## src/rtl/dvp_ddr3_frame_writer_if.sv

```systemverilog
// -----------------------------------------------------------------------------
// dvp_ddr3_frame_writer_if
// Avalon-MM burst write bus between the frame writer and the DDR3 port.
//   avm_address      burst start byte address       (master -> slave)
//   avm_burstcount   beats in the current burst     (master -> slave)
//   avm_write        write request                  (master -> slave)
//   avm_writedata    beat data                      (master -> slave)
//   avm_waitrequest  slave stall                    (slave  -> master)
// -----------------------------------------------------------------------------
interface dvp_ddr3_frame_writer_if #(
  parameter int DATA_W = 32,
  parameter int BCNT_W = 7
);
  logic [31:0]       avm_address;
  logic [BCNT_W-1:0] avm_burstcount;
  logic              avm_write;
  logic [DATA_W-1:0] avm_writedata;
  logic              avm_waitrequest;

  modport master (
    output avm_address,
    output avm_burstcount,
    output avm_write,
    output avm_writedata,
    input  avm_waitrequest
  );

  modport slave (
    input  avm_address,
    input  avm_burstcount,
    input  avm_write,
    input  avm_writedata,
    output avm_waitrequest
  );
endinterface

```

## src/rtl/dvp_ddr3_frame_writer.sv

```systemverilog
// -----------------------------------------------------------------------------
// dvp_ddr3_frame_writer
// Drains the show-ahead DVP pixel FIFO into a DDR3 frame buffer, one frame per
// arm, using Avalon-MM burst writes. Each burst is issued only once the FIFO
// already holds every beat of it, so the FIFO can never underflow.
//
// Ports
//   clk, rst      single clock domain, synchronous active-high reset
//   capture_en    arm bit; sampled only while idle
//   buffer_base   DDR3 byte address of the frame buffer (64-byte aligned)
//   img_size      frame size in bytes (whole FIFO words)
//   frame_start   one-cycle vsync pulse
//   fifo_usedw    words currently held in the pixel FIFO
//   fifo_q        FIFO head word (show-ahead)
//   fifo_rdreq    FIFO pop, asserted on every accepted beat
//   avm           Avalon-MM burst write master
//   img_end       one-cycle pulse after the last beat of the frame
//   busy          high from frame latch until img_end
// -----------------------------------------------------------------------------
module dvp_ddr3_frame_writer #(
  parameter int DATA_W    = 32,
  parameter int BURST_LEN = 16,
  parameter int BCNT_W    = 7,
  parameter int FIFO_UW   = 10
) (
  input  logic                  clk,
  input  logic                  rst,
  input  logic                  capture_en,
  input  logic [31:0]           buffer_base,
  input  logic [31:0]           img_size,
  input  logic                  frame_start,
  input  logic [FIFO_UW-1:0]    fifo_usedw,
  input  logic [DATA_W-1:0]     fifo_q,
  output logic                  fifo_rdreq,
  dvp_ddr3_frame_writer_if.master avm,
  output logic                  img_end,
  output logic                  busy
);

  localparam int          BYTES       = DATA_W / 8;
  localparam int          SHIFT       = $clog2(BYTES);
  localparam logic [31:0] BURST_LEN_W = 32'(BURST_LEN);

  typedef enum logic [1:0] {
    S_IDLE,
    S_WAIT_DATA,
    S_BURST,
    S_DONE
  } state_t;

  state_t            r_state;
  logic [31:0]       r_base;
  logic [31:0]       r_words_left;
  logic [31:0]       r_address;
  logic [BCNT_W-1:0] r_burstcount;
  logic [BCNT_W-1:0] r_beat_cnt;
  logic              r_write;
  logic              r_img_end;
  logic              r_busy;

  logic [31:0]       w_frame_words;
  logic [31:0]       w_n_words;
  logic [31:0]       w_usedw;
  logic              w_fifo_ready;
  logic              w_accept;
  logic              w_last_beat;
  logic [31:0]       w_burst_bytes;
  logic [31:0]       w_words_after;

  assign w_frame_words = img_size >> SHIFT;

  // Next burst length: a full burst, or the remainder for the tail of the frame.
  assign w_n_words     = (r_words_left < BURST_LEN_W) ? r_words_left : BURST_LEN_W;
  assign w_usedw       = 32'(fifo_usedw);
  assign w_fifo_ready  = (w_usedw >= w_n_words);

  assign w_accept      = r_write & ~avm.avm_waitrequest;
  assign w_last_beat   = w_accept && (r_beat_cnt == (r_burstcount - BCNT_W'(1)));
  assign w_burst_bytes = 32'(r_burstcount) << SHIFT;
  assign w_words_after = r_words_left - 32'(r_burstcount);

  always_ff @(posedge clk) begin
    if (rst) begin
      r_state      <= S_IDLE;
      r_base       <= '0;
      r_words_left <= '0;
      r_address    <= '0;
      r_burstcount <= '0;
      r_beat_cnt   <= '0;
      r_write      <= 1'b0;
      r_img_end    <= 1'b0;
      r_busy       <= 1'b0;
    end else begin
      r_img_end <= 1'b0;
      case (r_state)
        S_IDLE: begin
          // Register inputs are only looked at here, so HPS writes during a
          // frame cannot disturb it.
          if (frame_start && capture_en && (w_frame_words != 32'd0)) begin
            r_base       <= buffer_base;
            r_words_left <= w_frame_words;
            r_busy       <= 1'b1;
            r_state      <= S_WAIT_DATA;
          end
        end

        S_WAIT_DATA: begin
          // Start a burst only when all of its beats are already buffered.
          if (w_fifo_ready) begin
            r_address    <= r_base;
            r_burstcount <= BCNT_W'(w_n_words);
            r_write      <= 1'b1;
            r_beat_cnt   <= '0;
            r_state      <= S_BURST;
          end
        end

        S_BURST: begin
          // Address, burstcount and write hold their values through stalls.
          if (w_accept) begin
            r_beat_cnt <= r_beat_cnt + BCNT_W'(1);
            if (w_last_beat) begin
              r_write      <= 1'b0;
              r_base       <= r_base + w_burst_bytes;
              r_words_left <= w_words_after;
              if (w_words_after == 32'd0) begin
                r_img_end <= 1'b1;
                r_state   <= S_DONE;
              end else begin
                r_state   <= S_WAIT_DATA;
              end
            end
          end
        end

        S_DONE: begin
          r_busy  <= 1'b0;
          r_state <= S_IDLE;
        end

        default: r_state <= S_IDLE;
      endcase
    end
  end

  assign avm.avm_address    = r_address;
  assign avm.avm_burstcount = r_burstcount;
  assign avm.avm_write      = r_write;
  assign avm.avm_writedata  = fifo_q;
  assign fifo_rdreq         = w_accept;
  assign img_end            = r_img_end;
  assign busy               = r_busy;

endmodule

```

## src/flat_wrapper.sv

```systemverilog
// flat-port wrapper written by rule: the top's interface ports become plain ports
module dvp_ddr3_frame_writer_flat 
#(
  parameter int DATA_W    = 32,
  parameter int BURST_LEN = 16,
  parameter int BCNT_W    = 7,
  parameter int FIFO_UW   = 10
)
  (clk, rst, capture_en, buffer_base, img_size, frame_start, fifo_usedw, fifo_q, fifo_rdreq, img_end, busy, avm_avm_address, avm_avm_burstcount, avm_avm_write, avm_avm_writedata, avm_avm_waitrequest);
  dvp_ddr3_frame_writer_if #(.DATA_W(DATA_W), .BCNT_W(BCNT_W)) avm_i ();
  input  logic clk;
  input  logic rst;
  input  logic capture_en;
  input  logic [31:0] buffer_base;
  input  logic [31:0] img_size;
  input  logic frame_start;
  input  logic [FIFO_UW-1:0] fifo_usedw;
  input  logic [DATA_W-1:0] fifo_q;
  output logic fifo_rdreq;
  output logic img_end;
  output logic busy;
  output wire logic [$bits(avm_i.avm_address)-1:0] avm_avm_address;
  output wire logic [$bits(avm_i.avm_burstcount)-1:0] avm_avm_burstcount;
  output wire logic [$bits(avm_i.avm_write)-1:0] avm_avm_write;
  output wire logic [$bits(avm_i.avm_writedata)-1:0] avm_avm_writedata;
  input wire logic [$bits(avm_i.avm_waitrequest)-1:0] avm_avm_waitrequest;
  assign avm_avm_address = avm_i.avm_address;
  assign avm_avm_burstcount = avm_i.avm_burstcount;
  assign avm_avm_write = avm_i.avm_write;
  assign avm_avm_writedata = avm_i.avm_writedata;
  assign avm_i.avm_waitrequest = avm_avm_waitrequest;
  dvp_ddr3_frame_writer #(.DATA_W(DATA_W), .BURST_LEN(BURST_LEN), .BCNT_W(BCNT_W), .FIFO_UW(FIFO_UW)) u_core (.clk(clk), .rst(rst), .capture_en(capture_en), .buffer_base(buffer_base), .img_size(img_size), .frame_start(frame_start), .fifo_usedw(fifo_usedw), .fifo_q(fifo_q), .fifo_rdreq(fifo_rdreq), .avm(avm_i), .img_end(img_end), .busy(busy));
endmodule
```

## config.mk

```make
export PLATFORM = sky130hd
export DESIGN_NAME = dvp_ddr3_frame_writer_flat
export DESIGN_NICKNAME = d
export VERILOG_FILES = /design/src/rtl/dvp_ddr3_frame_writer_if.sv /design/src/rtl/dvp_ddr3_frame_writer.sv /design/src/flat_wrapper.sv
export SDC_FILE = /design/constraint.sdc
export NUM_CORES = 1
export LEC_CHECK = 0
export ABC_AREA = 0
export CORE_MARGIN = 4
export CORE_UTILIZATION = 54
export DETAILED_ROUTE_END_ITERATION = 8
export PLACE_DENSITY = 0.87
export SYNTH_ARGS = -nofsm -noshare
export SYNTH_HDL_FRONTEND = slang
export SYNTH_SLANG_ARGS = --single-unit
```

## constraint.sdc

```tcl
create_clock -name clk -period 7.3 [get_ports clk]
set_input_delay 0.73 -clock clk [delete_from_list [all_inputs] [get_ports clk]]
set_output_delay 0.73 -clock clk [all_outputs]
set_load 0.01 [all_outputs]
```

==> run_results.csv <==
group,metric,value,unit
outcome,status,"finished, final reports clean",
hold_path,min_path_type,"reg2reg",
sta,fin_skew,8.72,ps
finish,multiInputGateArea,4350,µm²
finish,antenna_cells,0,
clocking,hold_buffers,0,
floorplanning,pin_count,186,
setup_path,cp_cell_sequence,"or3_4 -> or4_4 -> and2b_1 -> nand3_1 -> nor4_1 -> ha_1 -> nand2b_1 -> a2111oi_0 -> nor3_1 -> o221ai_1 -> nand2b_1 -> and2_1 -> buf_4 -> a211oi_1",
clocking,post_cts_buffers,0,
grt,grt_use_total,0.263,
clocking,cts_resized,0,
finish,layout_commonest_cell,"nand2_1",
yosys,syn_inst,957,
finish,area_growth,21.5,%
yosys,ys_async_sr_fraction,0,
sta,period_share,0.605,
route,vias,7179,
clocking,cts_inserted_buffers,17,
clocking,ctsLongestPathBuffers,2,
placed_design,portBuffers,119,
clocking,root_buffer,"clkbuf_16",
sta,fin_ws,2890,ps
placed_design,dp_worst_setup_slack,2950,ps
route,drtIter0Drc,625,
finish,drive_above_1_share,0.0518,
power,p_per_area,390,nW/µm²
setup_path,rr_worst_depth,14,
grt,grt_overflow,0,
grt,grt_pass1_vias,6741,
grt,grt_start_max_net_pins,99,
route,routed_wl,19.4,mm
route,wl_per_cell,16.3,µm
run,drv_cap,0,
sta,setup_violations,0,
yosys,synth_top_family_by_area,"simple AND/OR/NAND/NOR gates",
route,drt_pass1_iterations,5,
yosys,synthSimpleGateAreaFrac,0.255,
floorplanning,row_count,41,
sta,slew_violations,0,
yosys,synth_seq_cells,115,
yosys,yosys_warnings,0,
finish,fillers,1087,
hold_path,hold_start,"u_core.avm.avm_address[12]",
route,drc,0,
placed_design,dp_hpwl,13.4,mm
setup_path,max_stage_delay,450,ps
route,drtAntennaViolNets,0,
floorplanning,core-area,12800,µm²
sta,worst_pin_slew,1010,ps
setup_path,critPathRequiredTime,7630,ps
setup_path,arrival,4740,ps
yosys,synth_mux_area_frac,0.0209,
finish,regArea,2300,µm²
setup_path,worstSetupPathType,"reg2reg",
sta,hold_viol,0,
yosys,synth_adder_area_share,0.0578,
hold_path,min_to,"u_core.avm.avm_address[12]",
yosys,yosys_most_used_dff,"dfxtp_1",
setup_path,crit_path_max_fanout,40,
yosys,ys_seq_area_frac,0.320,
yosys,syn_area,7190,µm²
hold_path,hold_depth,2,
clocking,clk_pin_slew,50,ps
clocking,clock_latency,430,ps
route,vias_per_cell,6.00,
setup_path,start_kind,"flip-flop",
floorplanning,die_x,123,µm
placed_design,place_congestion,0.954,
sta,max_freq,227,MHz
finish,fin_nets,1156,
sta,tns,0,ps
yosys,avgSynthCellArea,7.51,µm²
setup_path,cp_slowest_cell,"nor4_1",
power,peakVddDrop,0.249,mV
yosys,synth_edf_count,0,
sta,fin_crit,4410,ps
setup_path,crit_path_end_kind,"flip-flop",
clocking,cts.htree.levels,4,
floorplanning,initial_core_util,0.560,
floorplanning,die_height,123,µm
yosys,synth_compound_area_frac,0.234,
sta,rsz0062_at_grt,"false",
yosys,yosysUniqueCellTypes,69,
grt,antenna_found_initial,0,
grt,grt_pass1_wl,31.9,mm
setup_path,r2r_slack,2890,ps
floorplanning,floorplan.die_area,15200,µm²
yosys,synth-xor-area-share,0.0305,
clocking,cts_tree,"yes",
finish,mostFrequentLayoutCells,"nand2_1, clkdlybuf4s50_1, dfxtp_1",
setup_path,reg2reg_from,"u_core.r_words_left[9]",
setup_path,crit_top_cell,"nand2b_1",
power,p_leak,3.16,nW
sta,relSlewSlack,0.327,
setup_path,reg2reg_to,"u_core.avm.avm_burstcount[4]",
clocking,clock-sinks,115,
-- how the worst max path moves through the flow --
stage          depth (start not counted)                     from  slack (ps)                      endpoint
5_1_grt                               14  u_core.r_words_left[17]        2560     u_core.avm.avm_address[2]
3_5_place_dp                          14   u_core.r_words_left[9]        2950  u_core.avm.avm_burstcount[4]
6_report                              14   u_core.r_words_left[9]        2890  u_core.avm.avm_burstcount[4]
2_1_floorplan                         16   u_core.r_words_left[9]        3530  u_core.avm.avm_burstcount[4]
3_3_place_gp                          15   u_core.r_words_left[9]        3040    u_core.avm.avm_address[15]
4_1_cts                               14   u_core.r_words_left[9]        2930  u_core.avm.avm_burstcount[4]
-- metal layers --
metal | share of wire | track usage
met4 | 0.021 | 0.0948
met2 | 0.49 | 0.443
met1 | 0.43 | 0.328
met3 | 0.061 | 0.0636
met5 | 0 | 0
-- worst max-delay path: cells and delay by family, from the launching register on --
kind,cells,cell delay [ps]
AOI/OAI and AO/OA,3,1010
adders and majority gates,1,330
buffers and inverters,1,260
DFF,1,400
and+or+nand+nor,9,2300
-- sequential cells by signal, summed over array words and instances (netlist names) --
register                   flops
u_core.avm.avm_burstcount      7
u_core.avm.avm_write           1
u_core.r_state                 2
u_core.r_words_left           32
u_core.r_beat_cnt              7
u_core.busy                    1
u_core.r_base                 32
u_core.avm.avm_address        32
u_core.img_end                 1
-- cell families (layout without fill, tap and decap cells) --
group / Yosys count / in the layout
DFF: 115 / 115
other: 1 / 5
buffers and inverters: 118 / 181
muxes: 15 / 15
AOI/OAI and AO/OA: 265 / 265
adders and majority gates: 32 / 32
and+or+nand+nor: 386 / 386
xor gates and xnor gates: 25 / 25
-- where the power goes --
part	total (mW)	switching [mW]	internal, mW
sequential	0.986	0.186	0.800
clock	0.761	0.273	0.487
combinational	1.66	1.02	0.638
total	3.41	1.48	1.92
-- metrics by stage --
| stage | cell area (µm²) | utilization | power (mW) | cells | hold slack (ps) |
|---|---|---|---|---|---|
| after floorplan | 7200 | - | 2.23 | 961 | 432 |
| after detailed placement | 8200 | 0.639 | 2.62 | 1166 | 447 |
| after global placement | 8200 | 0.639 | 2.57 | 1166 | 441 |
| final | 8740 | 0.681 | 3.41 | 1196 | 452 |
| after global routing | 8740 | 0.681 | 3.66 | 1196 | 477 |
| after CTS | 8740 | 0.681 | 3.39 | 1196 | 454 |
-- final cells by class --
type	instances	share of cell area
Clock inverter	5	0.00602
Sequential cell	115	0.264
Inverter	25	0.0107
Clock buffer	25	0.0556
Multi-Input combinational cell	728	0.497
Timing Repair Buffer	126	0.142
Tap cell	172	0.0246
-- synth_stat cells, types with 16 or more instances --
master    count  share of area
nor2_1       91          0.048
nand3_1      25          0.017
dfxtp_1     115           0.32
nor3_1       24          0.017
a21oi_1     109          0.076
inv_1        25          0.013
ha_1         30          0.052
nand4_1      16          0.014
a211oi_1     35          0.037
nand2_1     145          0.076
clkbuf_1     54          0.028
buf_4        32          0.033
o21ai_0      38          0.026
(Power assumes the default switching activity.)
